$ cat src/rtl/apb_fsm_controller.sv
// APB sequencing FSM for the AHB-to-APB bridge.
// Turns each accepted AHB transfer into one SETUP + ENABLE pair on APB and
// drives Hreadyout low during SETUP so the AHB master waits for the APB side.
// Back-to-back writes reuse the pipelined address/data copies (Haddr1/Haddr2,
// Hwdata/Hwdata1) so that no transfer is dropped while the previous one completes.

module apb_fsm_controller #(
    parameter int ADDR_W = 32,
    parameter int DATA_W = 32,
    parameter int NSLV   = 3
) (
    input  logic              clk,
    input  logic              rst,
    input  logic              valid,
    input  logic              Hwrite,
    input  logic              Hwritereg,
    input  logic [ADDR_W-1:0] Haddr,
    input  logic [ADDR_W-1:0] Haddr1,
    input  logic [ADDR_W-1:0] Haddr2,
    input  logic [DATA_W-1:0] Hwdata,
    input  logic [DATA_W-1:0] Hwdata1,
    input  logic [NSLV-1:0]   tempselx,
    output logic [NSLV-1:0]   Pselx,
    output logic              Penable,
    output logic              Pwrite,
    output logic [ADDR_W-1:0] Paddr,
    output logic [DATA_W-1:0] Pwdata,
    output logic              Hreadyout
);

    typedef enum logic [2:0] {
        ST_IDLE,
        ST_WWAIT,
        ST_READ,
        ST_WRITE,
        ST_WRITEP,
        ST_RENABLE,
        ST_WENABLE,
        ST_WENABLEP
    } state_e;

    state_e              state_q,     state_d;
    logic [NSLV-1:0]     pselx_q,     pselx_d;
    logic [NSLV-1:0]     selxHold_q,  selxHold_d;
    logic                penable_q,   penable_d;
    logic                pwrite_q,    pwrite_d;
    logic [ADDR_W-1:0]   paddr_q,     paddr_d;
    logic [DATA_W-1:0]   pwdata_q,    pwdata_d;
    logic                hreadyout_q, hreadyout_d;

    // Remember the decoded slave of the latest write address phase; the write
    // SETUP happens one or more cycles later, when tempselx already follows a
    // newer address.
    assign selxHold_d = (valid && Hwrite) ? tempselx : selxHold_q;

    // Next-state logic: reads go straight to SETUP, writes wait a cycle for data.
    always_comb begin
        state_d = state_q;
        case (state_q)
            ST_IDLE: begin
                if (valid && Hwrite)       state_d = ST_WWAIT;
                else if (valid && !Hwrite) state_d = ST_READ;
                else                       state_d = ST_IDLE;
            end
            ST_WWAIT: begin
                if (valid) state_d = ST_WRITEP;
                else       state_d = ST_WRITE;
            end
            ST_READ: begin
                state_d = ST_RENABLE;
            end
            ST_WRITE: begin
                if (valid) state_d = ST_WENABLEP;
                else       state_d = ST_WENABLE;
            end
            ST_WRITEP: begin
                state_d = ST_WENABLEP;
            end
            ST_RENABLE, ST_WENABLE: begin
                if (valid && !Hwrite)     state_d = ST_READ;
                else if (valid && Hwrite) state_d = ST_WWAIT;
                else                      state_d = ST_IDLE;
            end
            ST_WENABLEP: begin
                if (Hwritereg && valid)       state_d = ST_WRITEP;
                else if (Hwritereg && !valid) state_d = ST_WRITE;
                else                          state_d = ST_READ;
            end
            default: begin
                state_d = ST_IDLE;
            end
        endcase
    end

    // Output next values, chosen by the state being entered so every APB and
    // Hreadyout signal comes straight from a flop.
    always_comb begin
        pselx_d     = pselx_q;
        penable_d   = penable_q;
        pwrite_d    = pwrite_q;
        paddr_d     = paddr_q;
        pwdata_d    = pwdata_q;
        hreadyout_d = hreadyout_q;
        case (state_d)
            ST_READ: begin
                pselx_d     = tempselx;
                paddr_d     = Haddr;
                pwrite_d    = 1'b0;
                penable_d   = 1'b0;
                hreadyout_d = 1'b0;
            end
            ST_WRITE, ST_WRITEP: begin
                pselx_d     = selxHold_q;
                pwrite_d    = 1'b1;
                penable_d   = 1'b0;
                hreadyout_d = 1'b0;
                if (state_q == ST_WENABLEP) begin
                    paddr_d  = Haddr2;
                    pwdata_d = Hwdata1;
                end else begin
                    paddr_d  = Haddr1;
                    pwdata_d = Hwdata;
                end
            end
            ST_RENABLE, ST_WENABLE, ST_WENABLEP: begin
                penable_d   = 1'b1;
                hreadyout_d = 1'b1;
            end
            ST_IDLE, ST_WWAIT: begin
                if (state_q != ST_IDLE || state_d != ST_IDLE) begin
                    pselx_d     = '0;
                    penable_d   = 1'b0;
                    hreadyout_d = 1'b1;
                end
            end
            default: begin
                pselx_d     = '0;
                penable_d   = 1'b0;
                hreadyout_d = 1'b1;
            end
        endcase
    end

    // State and output registers; an asynchronous reset abandons any transfer in flight.
    always_ff @(posedge clk or negedge rst) begin
        if (!rst) begin
            state_q     <= ST_IDLE;
            selxHold_q  <= '0;
            pselx_q     <= '0;
            penable_q   <= 1'b0;
            pwrite_q    <= 1'b0;
            paddr_q     <= '0;
            pwdata_q    <= '0;
            hreadyout_q <= 1'b1;
        end else begin
            state_q     <= state_d;
            selxHold_q  <= selxHold_d;
            pselx_q     <= pselx_d;
            penable_q   <= penable_d;
            pwrite_q    <= pwrite_d;
            paddr_q     <= paddr_d;
            pwdata_q    <= pwdata_d;
            hreadyout_q <= hreadyout_d;
        end
    end

    assign Pselx     = pselx_q;
    assign Penable   = penable_q;
    assign Pwrite    = pwrite_q;
    assign Paddr     = paddr_q;
    assign Pwdata    = pwdata_q;
    assign Hreadyout = hreadyout_q;

endmodule

$ cat config.mk
export PLATFORM = sky130hd
export DESIGN_NAME = apb_fsm_controller
export DESIGN_NICKNAME = d
export VERILOG_FILES = /design/src/rtl/apb_fsm_controller.sv
export SDC_FILE = /design/constraint.sdc
export NUM_CORES = 1
export LEC_CHECK = 0
export ABC_AREA = 1
export CAP_MARGIN = 10
export CELL_PAD_IN_SITES_DETAIL_PLACEMENT = 0
export CELL_PAD_IN_SITES_GLOBAL_PLACEMENT = 2
export CORE_MARGIN = 5
export CORE_UTILIZATION = 19
export DETAILED_ROUTE_END_ITERATION = 6
export PLACE_DENSITY_LB_ADDON = 0.1
export SETUP_SLACK_MARGIN = 0.4
export SLEW_MARGIN = 25
export SYNTH_ARGS = -nofsm -noshare
export SYNTH_HDL_FRONTEND = slang
export SYNTH_SLANG_ARGS = --single-unit
$ cat constraint.sdc
create_clock -name clk -period 1.8 [get_ports clk]
set_input_delay 0.18 -clock clk [delete_from_list [all_inputs] [get_ports clk]]
set_output_delay 0.18 -clock clk [all_outputs]
set_load 0.1 [all_outputs]
# After elaboration in Yosys (flattened, before gate mapping)
# Cells that the tools add are included.
# classes
mux	19
n_reduce_logical	19
n_eq_ne	15
# ops
cell	n
two-way mux 32 bit	2
one-hot mux 32 bit (2 select lines)	1
equality test 3 bit (second input constant)	8
one-hot mux 3 bit (7 select lines)	1
equality test 3 x 2 -> 1 bit (second input constant)	4
two-way mux 3 bit	3
one-hot mux 3 bit (3 select lines)	1
nonzero test 3 bit	3
equality test 3 x 1 -> 1 bit (second input constant)	2
logical NOT 3 bit	2
two-way mux 2 bit	3
one-hot mux 1 bit (3 select lines)	2
OR reduction 2 bit	3
OR reduction 3 bit	2
two-way mux 1 bit	5
logical AND 1 bit	4
logical NOT 1 bit	2
inequality test 2 bit (second input constant)	1
one-hot mux 1 bit (2 select lines)	1
AND reduction 2 bit	1
nonzero test 2 bit	1
logical OR 1 bit	1
# totals
wordCells	61
regBits	76
inputBits	168

# Depth between registers and ports, before layout
# Gate-level depths: netlist of run 1.
# depth
ltp_word	9
depth_mapped	12
mapped_depth_nobuf	11

# Least setup slack after synthesis of run 1
# OpenSTA, ideal clock, no wires.
# synth_path
kind	reg2reg
start	reg state_q[1]
end	reg paddr_q[10], in the netlist Paddr[10]
path_stages_with_launch	11
n_path_buf	2
setup_time_ns	0.120
arrival_ns	1.482
t_required_ns	1.680
path_slack_ns	0.198
cell_sequence	dfrtp_1 -> buf_2 -> nor2_1 -> nand2_1 -> a21oi_1 -> nor2_2 -> a21oi_4 -> inv_2 -> buf_6 -> nand2_1 -> nand2_1
# synth_via
elab_chain_cells	6
elab_cells_between_ends	17
classes_between	eq/ne (10); mux (3); reduce/logical (4)
# synth_lines
item	line_no	source
start: declaration	42	state_e state_q, state_d;
start signal: assignment	156	state_q <= state_d;
equality test 3 bit	59	case (state_q)
OR reduction 2 bit	59	
one-hot mux 3 bit (7 select lines)	59	
equality test 3 x 2 -> 1 bit / equality test 3 bit (equally long branches)	104	case (state_d)
OR reduction 2 bit	104	
one-hot mux 32 bit (2 select lines) / nonzero test 2 bit (equally long branches)	-	
end signal: assignment	161	paddr_q <= paddr_d;
end: declaration	47	logic [ADDR_W-1:0] paddr_q, paddr_d;
# Several ways; a longest one is shown, not always the timed one.
# A chain may end at the register's enable or synchronous reset.

# Final worst setup path of run 1
# layout_path
start	reg state_q[1]
end	reg paddr_q[4], in the netlist Paddr[4]
# The elaborated chain is that of the path after synthesis.

==> results by group, run 1 <==
Floorplanning
  – Starting Density: 0.193
  – Die ar.: 24,300 µm²
  – Row count: 53
  – I/O pin count: 238
  – Die span in y: 156 µm
  – Core outline area: 21,000 µm²
  – Die Span X: 156 µm

Route
  – DR iter-0 viols: roughly 180
  – Vias after detailed routing: ~4.7k
  – DRC errors left: 0
  – First-pass DRT Iterations: 4
  – ANT nets after route: 0
  – Vias per cell: 4.28
  – Wire length per cell: 17.5 µm
  – Routed wire length: between 15 and 20 mm

Place
  – Final HPWL DP: 12.6 mm
  – # port buffers: 237
  – GP Congestion: 0.796
  – Placed Area: between 6000 and 7000 µm²

Synth
  – Area leader, netlist: dfrtp_1
  – Cell with the most instances after synthesis: nand2_1
  – Sequential area share after synthesis: 0.471
  – Top post-synthesis cells by count: 237 x nand2_1, 76 x nand3_1, 75 x dfrtp_1
  – Synth Instances: 555
  – Mapped Area: 4040 µm²
  – Syn avg cell area: 7.28 µm²
  – Post-synthesis cell type count: 21
  – Ranking of synthesized cells by area: dfrtp_1 46%, nand2_1 22%, nand3_1 9.4%
  – Share of the synthesized area in the top cell type: 0.465
  – Async set-or-reset flop fraction in the synthesized netlist: 1.00
  – Syn. warnings: 0
  – Number of synthesized flops with an enable pin: 0
  – Mapped Nets: 723
  – Main flop type after synthesis: dfrtp_1
  – Flip-flop and latch count after synthesis: 76

Setup path
  – CP Data Required Time: 2.08 ns
  – CP max stage delay: 0.47 ns
  – Worst r2r path cells: 10
  – RR Startpoint: state_q[1]$_DFF_PN0_
  – Buffers & Inverters on Critical Path: 3
  – Reg2Reg Setup Slack: 0.07 ns
  – WP data arrival: about 2.0 ns
  – Worst path slowest cell: dfrtp_2
  – Crit-path max FO: 11
  – Setup crit start: state_q[1]$_DFF_PN0_
  – FF-to-FF End: Paddr[4]$_DFFE_PN0P_
  – Type of origin of the critical path: flip-flop
  – CP Capture Type: flip-flop
  – CP Cell Sequence: buf_6 > nor2_4 > nand2_2 > a21oi_4 > nor2_4 > a21oi_4 > buf_4 > buf_12 > nand3_1 > nand2_1
  – WS Path Type: reg -> reg
  – Crit path max-delay family: flip-flops

CTS
  – Cts bufs inserted: 9
  – Clock latency on the worst-skew pair: 0.34 ns
  – Root Buffer: clkbuf_16
  – Clk buf depth: 2
  – # clock sinks: 76
  – Clock slew at reported path FFs: 0.06 ns
  – TritonCTS clock tree: built
  – CTS H-Tree Depth: 3

STA
  – Min cycle time layout: 1.73 ns
  – Final Max Tran Viols: 0
  – Highest clock rate: 579 MHz
  – RSZ-0062 raised after global routing: yes
  – Worst Tran Pin Value: approximately 0.46 ns
  – Clock Skews: 0.00556 ns
  – Final Hold Viols: 0
  – Setup violations, final: 0
  – Sum of negative setup slack: 0 ns
  – Worst slew margin: 0.692
  – Period utilization: 0.959
  – Hold Slack: 0.343 ns

Global route
  – GR Overflow Total: 0
  – Largest net degree at the start of global routing: 47
  – First-pass GRT wire length: 26.2 mm
  – Met1 Resource Use GR: 0.174
  – GRT Max-Usage Layer: met2
  – Vias in the first global route: 4,666
  – M2 GR Usage: 0.225
  – All-Layer GR Usage: 0.139
  – Met3 Resource Use GR: 0.0480
  – Initial antenna violation count: 0

Layout
  – Synth-to-layout area growth: 90.9%
  – Share of layout cells above drive strength 1: 0.252
  – Design area: slightly below 8000 µm²
  – Nets@finish: 995
  – Antenna Cells: 0

Outcome
  – Outcome: finished clean

Flow run
  – Max Cap Violations: 0

Worst hold path
  – Min-Delay Path Class: in -> async
==> area by class of cell <==
class,instances,area (µm²)
clock buffers,12,256
clock inverters,4,23.8
fillers,2220,13200
inverters,12,45.0
multi-input cells,431,2060
flip-flops and latches,76,1910
well taps,275,344
repair buffers,297,3070
==> sequential cells by signal, indices dropped and copies added, names as in the netlist <==
register	count
Paddr	32
Pwdata	32
Pselx	3
selxHold_q	3
state_q	3
Hreadyout	1
Penable	1
Pwrite	1
==> per-stage QoR <==
stage | util | setup slack (ns) | instances
detailed placement | 0.322 | -0.0818 | 1059
finish | 0.368 | 0.0735 | 1107
floorplan | - | 0.269 | 555
global route | 0.368 | -0.0209 | 1107
global placement | 0.322 | -0.0773 | 1059
CTS | 0.347 | 0.121 | 1087
==> logic make-up (layout without fill, tap and decap cells) <==
| family | count (synthesis) | after routing | synth area share |
|---|---|---|---|
| simple gates | 395 | 395 | 0.414 |
| buf+inv | 48 | 325 | 0.0570 |
| compound gates | 36 | 36 | 0.0582 |
| flops | 76 | 76 | 0.471 |
==> worst reg2reg max path, cell delays in order, from the launching register on <==
cell and delay (ns):
dfrtp_2 0.47, buf_6 0.15, nor2_4 0.09, nand2_2 0.09, a21oi_4 0.18, nor2_4 0.07, a21oi_4 0.18, buf_4 0.15
buf_12 0.13, nand3_1 0.09, nand2_1 0.08
==> timing repair <==
item,CTS,global route
gates resized for setup,23,32
pin swaps,4,3
hold buffers,1,0
hold endpoints to repair,28,0
cloned,3,11
setup buffers,8,9
endpoints found under the setup margin,70,72
==> routing by layer <==
| metal | vias up | wire, µm | part of all wire |
|---|---|---|---|
| li1 | 2336 | - | - |
| met1 | 2210 | 8290 | 0.43 |
| met2 | 173 | 9160 | 0.47 |
| met3 | 17 | 1560 | 0.081 |
| met4 | 0 | 316 | 0.016 |
| met5 | - | 0 | 0 |
==> layout by cell type, fill, tap and decap left out, drive strengths merged <==
| master | n |
|---|---|
| nand2 | 238 |
| clkdlybuf4s50 | 166 |
| buf | 122 |
| nand3 | 76 |
| dfrtp | 75 |
| nor2 | 48 |
| a31oi | 32 |
| or2 | 31 |
| clkbuf | 20 |
| inv | 12 |
| a21oi | 4 |
| clkinv | 4 |
| nand3b | 2 |
| dfstp | 1 |
| dlygate4sd3 | 1 |
==> how the worst max path moves through the flow <==
| stage | depth (start not counted) | slack (ns) | endpoint |
|---|---|---|---|
| 6_report | 10 | 0.07 | Paddr[4]$_DFFE_PN0P_ |
| 4_1_cts | 11 | 0.12 | Pwrite$_DFFE_PN0P_ |
| 3_3_place_gp | 9 | -0.08 | Paddr[21]$_DFFE_PN0P_ |
| 5_1_grt | 10 | -0.02 | Paddr[5]$_DFFE_PN0P_ |
| 3_5_place_dp | 8 | -0.08 | Pwdata[19]$_DFFE_PN0N_ |
| 2_1_floorplan | 10 | 0.27 | Paddr[10]$_DFFE_PN0P_ |
Power of run 1 is not shown: default switching activity piles up to over one toggle a cycle in this logic, so the estimate is an artifact.
==> run 2: changes to the inputs <==
--- a/config.mk
+++ b/config.mk
@@ -14,6 +14,7 @@
 export DETAILED_ROUTE_END_ITERATION = 6
 export PLACE_DENSITY_LB_ADDON = 0.1
 export SETUP_SLACK_MARGIN = 0.4
+export SKIP_CTS_REPAIR_TIMING = 1
 export SLEW_MARGIN = 25
 export SYNTH_ARGS = -nofsm -noshare
 export SYNTH_HDL_FRONTEND = slang
==> run 2 against run 1 <==
Effect of this change:
- final cell count is 1.5% lower
- clock-buffer cell count stayed put
- highest routed layer unchanged
- first-iteration DRC count is 16% lower
- worst setup slack better by 0.017 ns
- critical path depth stayed put
- non-clock buffer count is 17 lower
- die area stayed put
- via count is 1.6% lower
- critical path type unchanged
- register-to-register slack better by 0.02 ns
- sequential share of layout area is 1.3 points higher
- utilization is 1.8 points lower
- sequential cell count stayed put
==> results by group, run 2 (same netlist as run 1, synthesis figures left out) <==
Setup path
  – Worst path depth: 10 (unchanged)
  – CP max stage delay: 0.43 ns (-0.04 ns)
  – WS Path Type: reg -> reg
  – Crit path max-delay family: simple AND/OR/NAND/NOR gates
  – Type of origin of the critical path: flip-flop
  – Buffers & Inverters on Critical Path: 2 (-1)
  – CP Capture Type: flip-flop
  – RR Startpoint: state_q[1]$_DFF_PN0_
  – Worst r2r path cells: 10 (unchanged)
  – Most used cell, CP: a21oi_4
  – CP Cell Sequence: nand2_2 > nor2_4 > nand2_4 > nand2_8 > a21oi_4 > a21oi_4 > inv_2 > buf_4 > nand2_1 > nand3_1
  – Crit-path max FO: 7 (-4)
  – CP Data Required Time: 2.01 ns (-0.07 ns)
  – Worst path slowest cell: dfrtp_2
  – Setup crit start: state_q[1]$_DFF_PN0_
  – WP data arrival: 1.92 ns (-0.09 ns)

Route
  – Vias after detailed routing: 4,658 (-1.6%)
  – Routed wire length: 18.3 mm (-5.4%)
  – Wire length per cell: 16.8 µm (-4.0%)
  – First-pass DRT Iterations: 4 (unchanged)
  – Vias per cell: 4.27 (-0.11%)
  – DR iter-0 viols: 148 (-16%)
  – ANT nets after route: 0 (unchanged)
  – DRC errors left: 0 (unchanged)

Layout
  – Fillers: 2,249 (+1.3%)
  – Commonest non-fill, non-tap cells in the layout: 231 x nand2_1, 166 x clkdlybuf4s50_1, 91 x buf_4
  – Commonest non-fill, non-tap cell in the layout: nand2_1
  – Antenna Cells: 0 (unchanged)
  – Share of layout cells above drive strength 1: 0.218 (-0.0340)
  – Synth-to-layout area growth: 81.6%
  – Area of the multi-input gates: 1970 µm² (-4.4%)
  – Non-filler cells, final: 1,090 (-1.5%)
  – Nets@finish: 978 (-1.7%)
  – Register area: 1910 µm² (unchanged)

Floorplanning
  – Row count: 53 (unchanged)
  – Die Span X: 156 µm (unchanged)
  – Starting Density: 0.193 (unchanged)
  – I/O pin count: 238 (unchanged)
  – Die span in y: 156 µm (unchanged)
  – Core outline area: 21,000 µm² (unchanged)
  – Die ar.: 24,300 µm² (unchanged)

STA
  – Final Hold Viols: 0 (unchanged)
  – Worst Tran Pin Value: 0.458 ns (-0.00309 ns)
  – Final worst slack: 0.0907 ns (+0.0173 ns)
  – Final Max Tran Viols: 0 (unchanged)
  – RSZ-0062 raised after global routing: yes
  – Highest clock rate: 585 MHz (+1.0%)
  – Worst slew margin: 0.694 (+0.00206)
  – Period utilization: 0.950 (-0.00958)
  – Min cycle time layout: 1.71 ns (-0.0173 ns)
  – Setup violations, final: 0 (unchanged)
  – Clock Skews: 0.00663 ns (+0.00106 ns)

CTS
  – # clock sinks: 76 (unchanged)
  – Clk buf depth: 2 (unchanged)
  – Clock latency on the worst-skew pair: 0.34 ns (about the same)
  – Cts bufs inserted: 9 (unchanged)
  – Root Buffer: clkbuf_16
  – CTS H-Tree Depth: 3 (unchanged)
  – TritonCTS clock tree: built
  – Clock slew at reported path FFs: 0.06 ns (about the same)

Global route
  – Initial antenna violation count: 0 (unchanged)
  – All-Layer GR Usage: 0.133 (-0.00563)
  – Largest net degree at the start of global routing: 63 (+34%)
  – GR Overflow Total: 0 (unchanged)
  – First-pass GRT wire length: 25.3 mm (-3.5%)
  – Vias in the first global route: 4,577 (-1.9%)

Place
  – GP Congestion: 0.796 (unchanged)
  – Final HPWL DP: 12.6 mm (unchanged)
  – # port buffers: 237 (unchanged)
  – Post-Place Worst Slack: -0.0818 ns (unchanged)
  – Dpl cells: 1,059 (unchanged)

Worst hold path
  – Min-Delay Path Class: in -> async

Flow run
  – Max Cap Violations: 0 (unchanged)

Outcome
  – Outcome: finished clean
==> run 2: changes by cell type in the layout (fill, tap and decap cells not counted), sizes merged <==
cell	previous run	this run
buf	122	109
clkbuf	20	16
==> run 2: layer usage <==
metal	part of all wire	up-vias	global-route usage
met5	0	-	0
met1	0.43	2169	0.166
met2	0.47	179	0.214
li1	-	2295	-
met4	0.013	0	0.0413
met3	0.088	15	0.0502
==> run 2: area by class of cell <==
type	count	area share
sequential	76	0.260
multi-input combinational	431	0.269
tap	275	0.0469
clock buffer	12	0.0350
inverter	12	0.00614
clock inverter	4	0.00324
timing repair buffer	280	0.380
==> run 2: final timing paths <==
path / endpoint / slack, ns
min: Paddr[2]$_DFFE_PN0P_ / 0.35
max in group asynchronous: Hreadyout$_DFFE_PN1P_ / 0.85
max reg2reg: Pwrite$_DFFE_PN0P_ / 0.09
max: Pwrite$_DFFE_PN0P_ / 0.09
min in group clk: Pwdata[31]$_DFFE_PN0N_ / 0.40
min reg2reg: Paddr[7]$_DFFE_PN0P_ / 0.47
==> run 2: through the flow <==
| step | util | hold slack, ns | TNS [ns] | instance area, µm² |
|---|---|---|---|---|
| 2_1_floorplan | - | -0.116 | 0 | 4090 |
| 3_3_place_gp | 0.322 | 0.169 | -2.12 | 6760 |
| 3_5_place_dp | 0.322 | 0.169 | -2.98 | 6760 |
| 4_1_cts | 0.336 | -0.204 | -3.03 | 7040 |
| 5_1_grt | 0.350 | 0.393 | -0.0136 | 7330 |
| 6_report | 0.350 | 0.348 | 0 | 7330 |
Power of run 2 is left out for the same reason.
